==> src/rtl/dm_io_responder.sv <==
// Memory-mapped I/O responder on the CPU data-memory bus: a 16-word window holding
// a down-counting timer and a push/pop FIFO mailbox. Reads are combinational, writes commit on clk.
module dm_io_responder #(
  parameter logic [12:0] BASE_ADDR  = 13'h1FF0,
  parameter int unsigned FIFO_DEPTH = 8,
  parameter int unsigned DATA_W     = 16
) (
  input  logic              clk,
  input  logic              reset,
  input  logic              rd_mem,
  input  logic              wr_mem,
  input  logic [12:0]       dm_abus,
  input  logic [DATA_W-1:0] dm_in_dbus,
  output logic [DATA_W-1:0] dm_out_dbus,
  output logic              io_hit,
  output logic              irq
);

  localparam int unsigned PW = $clog2(FIFO_DEPTH);
  localparam int unsigned CW = PW + 1;
  localparam logic [CW-1:0] FULL_CNT = CW'(FIFO_DEPTH);

  localparam logic [3:0] OFF_CTRL   = 4'd0;
  localparam logic [3:0] OFF_STATUS = 4'd1;
  localparam logic [3:0] OFF_TLOAD  = 4'd2;
  localparam logic [3:0] OFF_TCOUNT = 4'd3;
  localparam logic [3:0] OFF_FIFO   = 4'd4;
  localparam logic [3:0] OFF_FCOUNT = 4'd5;

  logic              ten_q, ten_d, arl_q, arl_d, ie_q, ie_d;
  logic              texp_q, texp_d, ovf_q, ovf_d;
  logic [DATA_W-1:0] tload_q, tload_d, tcount_q, tcount_d;
  logic [PW-1:0]     wptr_q, wptr_d, rptr_q, rptr_d;
  logic [CW-1:0]     fcnt_q, fcnt_d;
  logic [DATA_W-1:0] fifo_mem_q [FIFO_DEPTH];

  logic       wr, rd, full, empty, push_ok, texp_set, ovf_set, w1c;
  logic [3:0] off;

  assign io_hit = (dm_abus[12:4] == BASE_ADDR[12:4]);
  assign off    = dm_abus[3:0];
  assign wr     = io_hit & wr_mem;
  assign rd     = io_hit & rd_mem & ~wr_mem;
  assign full   = (fcnt_q == FULL_CNT);
  assign empty  = (fcnt_q == '0);
  assign irq    = ie_q & texp_q;

  // Combinational read path so the single-cycle CPU sees data in the same cycle
  always_comb begin
    dm_out_dbus = '0;
    if (rd) begin
      case (off)
        OFF_CTRL:   dm_out_dbus = DATA_W'({ie_q, arl_q, ten_q});
        OFF_STATUS: dm_out_dbus = DATA_W'({ovf_q, full, empty, texp_q});
        OFF_TLOAD:  dm_out_dbus = tload_q;
        OFF_TCOUNT: dm_out_dbus = tcount_q;
        OFF_FIFO:   dm_out_dbus = empty ? '0 : fifo_mem_q[rptr_q];
        OFF_FCOUNT: dm_out_dbus = DATA_W'(fcnt_q);
        default:    dm_out_dbus = '0;
      endcase
    end
  end

  // Next-state: timer first, then CPU writes override it; set beats W1C on sticky flags
  always_comb begin
    ten_d    = ten_q;
    arl_d    = arl_q;
    ie_d     = ie_q;
    tload_d  = tload_q;
    tcount_d = tcount_q;
    texp_d   = texp_q;
    ovf_d    = ovf_q;
    wptr_d   = wptr_q;
    rptr_d   = rptr_q;
    fcnt_d   = fcnt_q;
    push_ok  = 1'b0;
    texp_set = 1'b0;
    ovf_set  = 1'b0;
    w1c      = wr && (off == OFF_STATUS);

    if (ten_q) begin
      if (tcount_q != '0) begin
        tcount_d = tcount_q - DATA_W'(1);
      end else begin
        texp_set = 1'b1;
        if (arl_q) tcount_d = tload_q;
        else       ten_d    = 1'b0;
      end
    end

    if (wr && (off == OFF_CTRL)) begin
      ten_d = dm_in_dbus[0];
      arl_d = dm_in_dbus[1];
      ie_d  = dm_in_dbus[2];
    end

    if (wr && (off == OFF_TLOAD)) begin
      tload_d  = dm_in_dbus;
      tcount_d = dm_in_dbus;
    end

    if (wr && (off == OFF_FIFO)) begin
      if (!full) begin
        push_ok = 1'b1;
        wptr_d  = wptr_q + PW'(1);
        fcnt_d  = fcnt_q + CW'(1);
      end else begin
        ovf_set = 1'b1;
      end
    end

    if (rd && (off == OFF_FIFO) && !empty) begin
      rptr_d = rptr_q + PW'(1);
      fcnt_d = fcnt_q - CW'(1);
    end

    if (w1c && dm_in_dbus[0]) texp_d = 1'b0;
    if (texp_set)             texp_d = 1'b1;
    if (w1c && dm_in_dbus[3]) ovf_d  = 1'b0;
    if (ovf_set)              ovf_d  = 1'b1;
  end

  always_ff @(posedge clk) begin
    if (!reset) begin
      ten_q    <= 1'b0;
      arl_q    <= 1'b0;
      ie_q     <= 1'b0;
      tload_q  <= '0;
      tcount_q <= '0;
      texp_q   <= 1'b0;
      ovf_q    <= 1'b0;
      wptr_q   <= '0;
      rptr_q   <= '0;
      fcnt_q   <= '0;
    end else begin
      ten_q    <= ten_d;
      arl_q    <= arl_d;
      ie_q     <= ie_d;
      tload_q  <= tload_d;
      tcount_q <= tcount_d;
      texp_q   <= texp_d;
      ovf_q    <= ovf_d;
      wptr_q   <= wptr_d;
      rptr_q   <= rptr_d;
      fcnt_q   <= fcnt_d;
    end
  end

  // Mailbox storage needs no reset; emptiness is tracked by the count
  always_ff @(posedge clk) begin
    if (reset && push_ok) fifo_mem_q[wptr_q] <= dm_in_dbus;
  end

endmodule

==> config.mk <==
export PLATFORM = sky130hd
export DESIGN_NAME = dm_io_responder
export DESIGN_NICKNAME = d
export VERILOG_FILES = /design/src/rtl/dm_io_responder.sv
export SDC_FILE = /design/constraint.sdc
export NUM_CORES = 1
export LEC_CHECK = 0
export CAP_MARGIN = 20
export CORE_MARGIN = 3
export CORE_UTILIZATION = 24
export CTS_BUF_LIST = sky130_fd_sc_hd__clkbuf_8 sky130_fd_sc_hd__clkbuf_16
export DETAILED_ROUTE_END_ITERATION = 6
export DONT_BUFFER_PORTS = 1
export PLACE_DENSITY = 0.47
export SYNTH_ARGS = -nofsm -noshare
export SYNTH_HDL_FRONTEND = slang
export SYNTH_SLANG_ARGS = --single-unit
==> constraint.sdc <==
create_clock -name clk -period 4.2 [get_ports clk]
set_clock_uncertainty 0.05 [all_clocks]
set_input_delay 0.84 -clock clk [delete_from_list [all_inputs] [get_ports clk]]
set_output_delay 0.84 -clock clk [all_outputs]
set_load 0.05 [all_outputs]
Word level (Yosys, flattened, before mapping)
Memory sizes are Yosys's and may differ from the RTL's. A register that Yosys moved wholly into a read port is not among the register bits.
Cells that the tools add are included.
W data, S select, Z words.
- register bits: 47
- memory bits (writable): 128
- memories kept: 1
- add/sub/neg operators: 5
- equal/unequal tests: 8
- multiplexer cells: 28
- bitwise operators: 6
- reduce and logical (&&, ||, !) cells: 21
- memory list (memory ; words ; bits a word ; rd ports ; clocked after Yosys merged registers in ; write ports ; line ; source):
    fifo_mem_q ; 8 ; 16 ; 1 ; 1 ; 1 ; 35 ; logic [DATA_W-1:0] fifo_mem_q [FIFO_DEPTH];
- operator list (operator ; count):
    $mux W16 ; 6
    $pmux W16 S6 ; 1
    $mux W1 ; 16
    $reduce_bool A16 Y1 ; 1
    $sub A16 B1 Y16 const B ; 1
    $mux W4 ; 3
    $eq A9 B9 Y1 const B ; 1
    $logic_and A1 B1 Y1 ; 9
    $eq A4 B2 Y1 const B ; 2
    $eq A4 B3 Y1 const B ; 2
    $logic_not A4 Y1 ; 2
    $reduce_bool A2 Y1 ; 4
    $add A3 B1 Y3 const B ; 2
    $mux W3 ; 2
    $reduce_and A2 Y1 ; 3
    $add A4 B1 Y4 const B ; 1
    $and A1 B1 Y1 ; 4
    $eq A4 B1 Y1 const B ; 1
    $eq A4 B4 Y1 const B ; 1
    $sub A4 B1 Y4 const B ; 1
    $reduce_bool A3 Y1 ; 1
    $ne A2 B1 Y1 const B ; 1
    $not A1 Y1 ; 2
    $logic_not A1 Y1 ; 1

Depth between registers and ports, before layout
Gate-level depths: netlist of run 1.
- depth in word-level cells: 7
- depth in mapped cells: 11
- gate-level depth less buffers: 9

Worst setup path after synthesis of run 1
Ideal clock, no wire load.
- path kind: in2out
- start point: input dm_abus[5]
- end point: output dm_out_dbus[10]
- data arrival time: 3646 ps
- setup slack: -336 ps
- cell stages on the path: 5
- path buffers: 1
- path through: nand4_1 -> nor3_1 -> nand3b_1 -> clkbuf_1 -> nor2_1
- cells in the longest elaborated chain, start to end: 4
- ends and longest elaborated chain (element ; line ; source):
    start: declaration ; 12 ; input logic [12:0] dm_abus,
    $eq A9 B9 Y1 ; 40 ; assign io_hit = (dm_abus[12:4] == BASE_ADDR[12:4]);
    via io_hit ; 15 ; output logic io_hit,
    $and A1 B1 Y1 (2 in series) ; 43 ; assign rd = io_hit & rd_mem & ~wr_mem;
    $mux W16 ; 51 ; if (rd) begin
    end: declaration ; 14 ; output logic [DATA_W-1:0] dm_out_dbus,
The timed path passes the listed nets, and every way through them passes these cells.

==> results of run 1 <==
-- routing by layer --
layer	wire length, um	vias up	GRT usage [%]	part of all wire [%]
met2	9540	177	18.3	44
met5	0	-	0	0
met3	1390	16	3.37	6.4
li1	-	2412	-	-
met4	274	0	3.52	1.3
met1	10400	2691	17.9	48
-- power groups by stage --
stage	Sequential, mW	Combinational, mW	Clock, mW
finish	1.88	0.0283	1.58
global route	1.88	0.0309	1.70
CTS	1.88	0.0284	1.62
detailed placement	1.92	0.0283	0
global placement	1.92	0.0287	0
floorplan	1.92	0.0230	0
-- through the flow --
stage	instances	hold slack [ns]	area, um2	worst slack, ns	power, mW
after floorplan	600	0.390	7960	0.181	1.94
after global placement	1043	0.411	8700	0.772	1.95
after detailed placement	1043	0.412	8700	0.805	1.95
after CTS	1075	0.422	9280	0.326	3.53
after global routing	1075	0.426	9280	0.194	3.60
final	1075	0.424	9280	0.379	3.49
-- synth_stat cells, types with 3 or more instances --
master,number
sky130_fd_sc_hd__a211oi_1,3
sky130_fd_sc_hd__xor2_1,4
sky130_fd_sc_hd__nor3b_1,3
sky130_fd_sc_hd__a2bb2oi_1,3
sky130_fd_sc_hd__nand2b_1,7
sky130_fd_sc_hd__mux4_2,32
sky130_fd_sc_hd__mux2i_1,8
sky130_fd_sc_hd__a22o_1,3
sky130_fd_sc_hd__nand4_1,8
sky130_fd_sc_hd__o21ai_0,15
sky130_fd_sc_hd__a32o_1,3
sky130_fd_sc_hd__dfxtp_1,50
sky130_fd_sc_hd__nand2_1,51
sky130_fd_sc_hd__and2_1,3
sky130_fd_sc_hd__o211ai_1,3
sky130_fd_sc_hd__nand3_1,14
sky130_fd_sc_hd__mux2_2,18
sky130_fd_sc_hd__a31oi_1,9
sky130_fd_sc_hd__clkbuf_1,25
sky130_fd_sc_hd__a222oi_1,12
sky130_fd_sc_hd__nor2_1,50
sky130_fd_sc_hd__or3_1,5
sky130_fd_sc_hd__buf_2,10
sky130_fd_sc_hd__xnor2_1,4
sky130_fd_sc_hd__edfxtp_1,128
sky130_fd_sc_hd__nor3_1,16
sky130_fd_sc_hd__buf_1,4
sky130_fd_sc_hd__inv_1,5
sky130_fd_sc_hd__nor4_1,6
sky130_fd_sc_hd__and3_1,3
sky130_fd_sc_hd__a21oi_1,30
sky130_fd_sc_hd__nor4b_1,5
sky130_fd_sc_hd__ha_1,5
sky130_fd_sc_hd__o31ai_1,6
sky130_fd_sc_hd__a22oi_1,8
sky130_fd_sc_hd__or4_1,5
-- worst max-delay path by stage --
| stage | depth (start not counted) | slack, ns | startpoint | endpoint |
|---|---|---|---|---|
| 2_1_floorplan | 5 | 0.18 | dm_abus[5] | dm_out_dbus[10] |
| 3_3_place_gp | 6 | 0.77 | flop | dm_out_dbus[12] |
| 3_5_place_dp | 6 | 0.80 | flop | dm_out_dbus[12] |
| 4_1_cts | 6 | 0.33 | flop | dm_out_dbus[12] |
| 5_1_grt | 6 | 0.19 | flop | dm_out_dbus[12] |
| 6_report | 6 | 0.38 | flop | dm_out_dbus[12] |
-- critical path, delay by kind of cell, from the launching register on --
| kind | cells | cell delay, ns |
|---|---|---|
| and+or+nand+nor | 1 | 0.12 |
| buffers and inverters | 2 | 0.50 |
| muxes | 2 | 0.82 |
| AOI/OAI and AO/OA | 1 | 0.47 |
| DFF | 1 | 0.58 |
-- kinds of logic (layout without fill, tap and decap cells) --
logic type / count (synthesis) / count (layout) / share of synthesized area, %
adder cells (fa/ha/maj): 5 / 5 / 0.787
AO/OA/AOI/OAI: 114 / 114 / 10.0
flip-flops: 178 / 178 / 60.9
buffers and inverters: 46 / 79 / 2.38
AND/OR/NAND/NOR: 191 / 191 / 12.4
XOR/XNOR: 8 / 8 / 0.881
multiplexers: 58 / 58 / 12.6
-- cell type report --
cell class	count	area (um2)
inverters	6	22.5
multi-input cells	376	2960
clock inverters	15	156
clock buffers	17	425
fillers	3351	23300
repair buffers	41	320
flip-flops and latches	178	4850
well taps	442	553
-- state kept, by name (all words and copies together), names as in the netlist, named ones only --
register and cells:
arl_q 1, fcnt_q 4, fifo_mem_q 128, ie_q 1
ovf_q 1, rptr_q 3, tcount_q 16, ten_q 1
texp_q 1, tload_q 16, wptr_q 3
-- placed cells by master, fill, tap and decap left out, types with 9 or more instances in the layout --
cell	instances
sky130_fd_sc_hd__dfxtp_1	49
sky130_fd_sc_hd__a21oi_1	30
sky130_fd_sc_hd__nand2_1	51
sky130_fd_sc_hd__nand3_1	14
sky130_fd_sc_hd__mux4_2	32
sky130_fd_sc_hd__mux2_2	18
sky130_fd_sc_hd__edfxtp_1	128
sky130_fd_sc_hd__a31oi_1	9
sky130_fd_sc_hd__nor3_1	13
sky130_fd_sc_hd__o21ai_0	15
sky130_fd_sc_hd__clkbuf_16	17
sky130_fd_sc_hd__nor2_1	44
sky130_fd_sc_hd__buf_4	40
sky130_fd_sc_hd__a222oi_1	12
==> summary.md, run 1 <==
| Metric | Value |
|---|---|
| Result of the run | `completed` |
| Setup Buffers After CTS | `0` |
| Register bit count reported by yosys | `178` |
| Die X | `188 um` |
| End of the worst register-to-register path | `tcount_q[6]` |
| Number of flops mapped to enable cells by yosys | `128` |
| Final setup violation count | `0` |
| Peak clock frequency supported by timing | `262 MHz` |
| Crit path max-delay cell type | `sky130_fd_sc_hd__dfxtp_2` |
| Cell types occupying the most area after synthesis | `sky130_fd_sc_hd__edfxtp_1, sky130_fd_sc_hd__dfxtp_1, sky130_fd_sc_hd__mux4_2` |
| Yosys Warn Count | `0` |
| Switching power as a share of total power | `20.5%` |
| Endpoint with the worst hold slack | `tload_q[4]` |
| Core Footprint | `32600 um2` |
| Antenna violations before repair | `0` |
| Number of gates resized after cts | `0` |
| Type of the worst min-delay path | `reg -> reg` |
| Transition time of the tightest slew-check pin | `1.00 ns` |
| Post-synthesis net count | `638` |
| Yosys cell types | `63` |
| Ratio of cells with drive above 1 in the final layout | `22.0%` |
| Top flip-flop cell by instance count after synthesis | `sky130_fd_sc_hd__edfxtp_1` |
| Average via count per standard cell | `4.93` |
| Detailed-placement wirelength estimate | `14.6 mm` |
| Final weighted congestion in routability-driven placement | `0.850` |
| Ports | `51` |
| Number of hold violations in the final report | `0` |
| Part of the cycle the worst path needs | `91.0%` |
| Die Outline Area | `35400 um2` |
| Cell depth of the worst hold path | `2` |
| Setup crit start kind | `flop` |
| Share of total power in combinational logic | `0.8%` |
| Number of standard cells after synthesis | `600` |
| Effective utilization at floorplan | `24.4%` |
| Period minus WS final | `3.82 ns` |
| Number of clock sinks | `178` |
| Chain of cells forming the critical path | `buf_12 -> mux4_2 -> mux2_2 -> a222oi_1 -> nor2_1 -> buf_4` |
| Max Buffers Root-to-Sink | `2` |
| Overflow after GRT | `0` |
| Endpoint type of the worst setup path | `output pin` |
| Post-synth top area share | `48.3%` |
| Int Power | `2.77 mW` |
| Routed length per instance | `20.1 um` |
| PwrDens | `376 nW/um2` |
| DRC violation total after the first TritonRoute iteration | `509` |
| Clock slew at the register clock pins of the worst setup and hold paths | `0.07 ns` |
| Slowest stage delay, CP | `0.58 ns` |
| Proportion of power drawn by the clock network | `45.3%` |
| Wire length of the first global-routing pass | `33.1 mm` |
| Pre-antenna DRT Iters | `5` |
| Via count of the first global-routing pass | `5237` |
| Maximum Capacitance Violations | `0` |
| Insertion delay to the later sink of the worst-skew pair | `0.43 ns` |
| Total Wirelength | `21.6 mm` |
| Relative slew slack | `32.7%` |
| Layout area overhead | `16.7%` |
| Largest net degree at the start of global routing | `33` |
| Peak VDD IR | `0.296 mV` |
| Register-to-Register Path Depth | `5` |
| Data arrival time of the critical path | `2.93 ns` |
| Combined area of all synthesized cells | `7950 um2` |
| TritonCTS clock tree | `done` |
| Data required time at the worst endpoint | `3.31 ns` |
| Chip height | `188 um` |
| N_diodes | `0` |
| TritonCTS buffer count | `17` |
| DRC violation count after routing | `0` |
| Hold Crit Start | `tload_q[4]` |
| Final number of max-transition violations | `0` |
| Fraction of registers with async set/reset | `0%` |
| Post-Synthesis Mean Instance Area | `13.3 um2` |
| Global-route usage over all layers | `12.4%` |
| PortBufs | `0` |
| Cell taking the most area after synthesis | `sky130_fd_sc_hd__edfxtp_1` |
| Cts hold-fix bufs | `0` |
| Total Nets Final | `658` |
| Reg power frac | `53.9%` |
| Vias | `5296` |
| Standard-cell rows | `66` |
| Fraction of the core area covered by cells at the end of the flow | `28.4%` |
| Share of the yosys chip area belonging to registers | `60.9%` |
| P_sw | `0.716 mW` |
| Worst setup path class | `reg -> out` |
| Antenna violation net count after detailed routing | `0` |
| Maximum level of the CTS H-tree | `4` |
| Root Buffer Master | `sky130_fd_sc_hd__clkbuf_16` |
| Setup TNS | `0 ns` |
| Worst r2r src | `tcount_q[3]` |
| Pleak | `2.88 nW` |
| Crit Path Max Fanout | `23` |
| Setup repair after global routing missed its margin | `no` |
| Reg2reg setup slack | `1.19 ns` |
Power figures use the tool's default switching activity.
==> run 2, diff against run 1 <==
--- a/config.mk
+++ b/config.mk
@@ -11,6 +11,7 @@
 export CTS_BUF_LIST = sky130_fd_sc_hd__clkbuf_8 sky130_fd_sc_hd__clkbuf_16
 export DETAILED_ROUTE_END_ITERATION = 6
 export DONT_BUFFER_PORTS = 1
+export HOLD_SLACK_MARGIN = 0.05
 export PLACE_DENSITY = 0.47
 export SYNTH_ARGS = -nofsm -noshare
 export SYNTH_HDL_FRONTEND = slang
==> results of run 2 <==
Final layout, timing and power as in run 1 (identical DEF).
==> run 3, diff against run 2 <==
--- a/config.mk
+++ b/config.mk
@@ -5,6 +5,7 @@
 export SDC_FILE = /design/constraint.sdc
 export NUM_CORES = 1
 export LEC_CHECK = 0
+export ABC_CLOCK_PERIOD_IN_PS = 4200
 export CAP_MARGIN = 20
 export CORE_MARGIN = 3
 export CORE_UTILIZATION = 24
@@ -13,6 +14,7 @@
 export DONT_BUFFER_PORTS = 1
 export HOLD_SLACK_MARGIN = 0.05
 export PLACE_DENSITY = 0.47
+export SKIP_CTS_REPAIR_TIMING = 1
 export SYNTH_ARGS = -nofsm -noshare
 export SYNTH_HDL_FRONTEND = slang
 export SYNTH_SLANG_ARGS = --single-unit
==> results of run 3 <==
Final layout, timing and power as in run 1 (identical DEF).
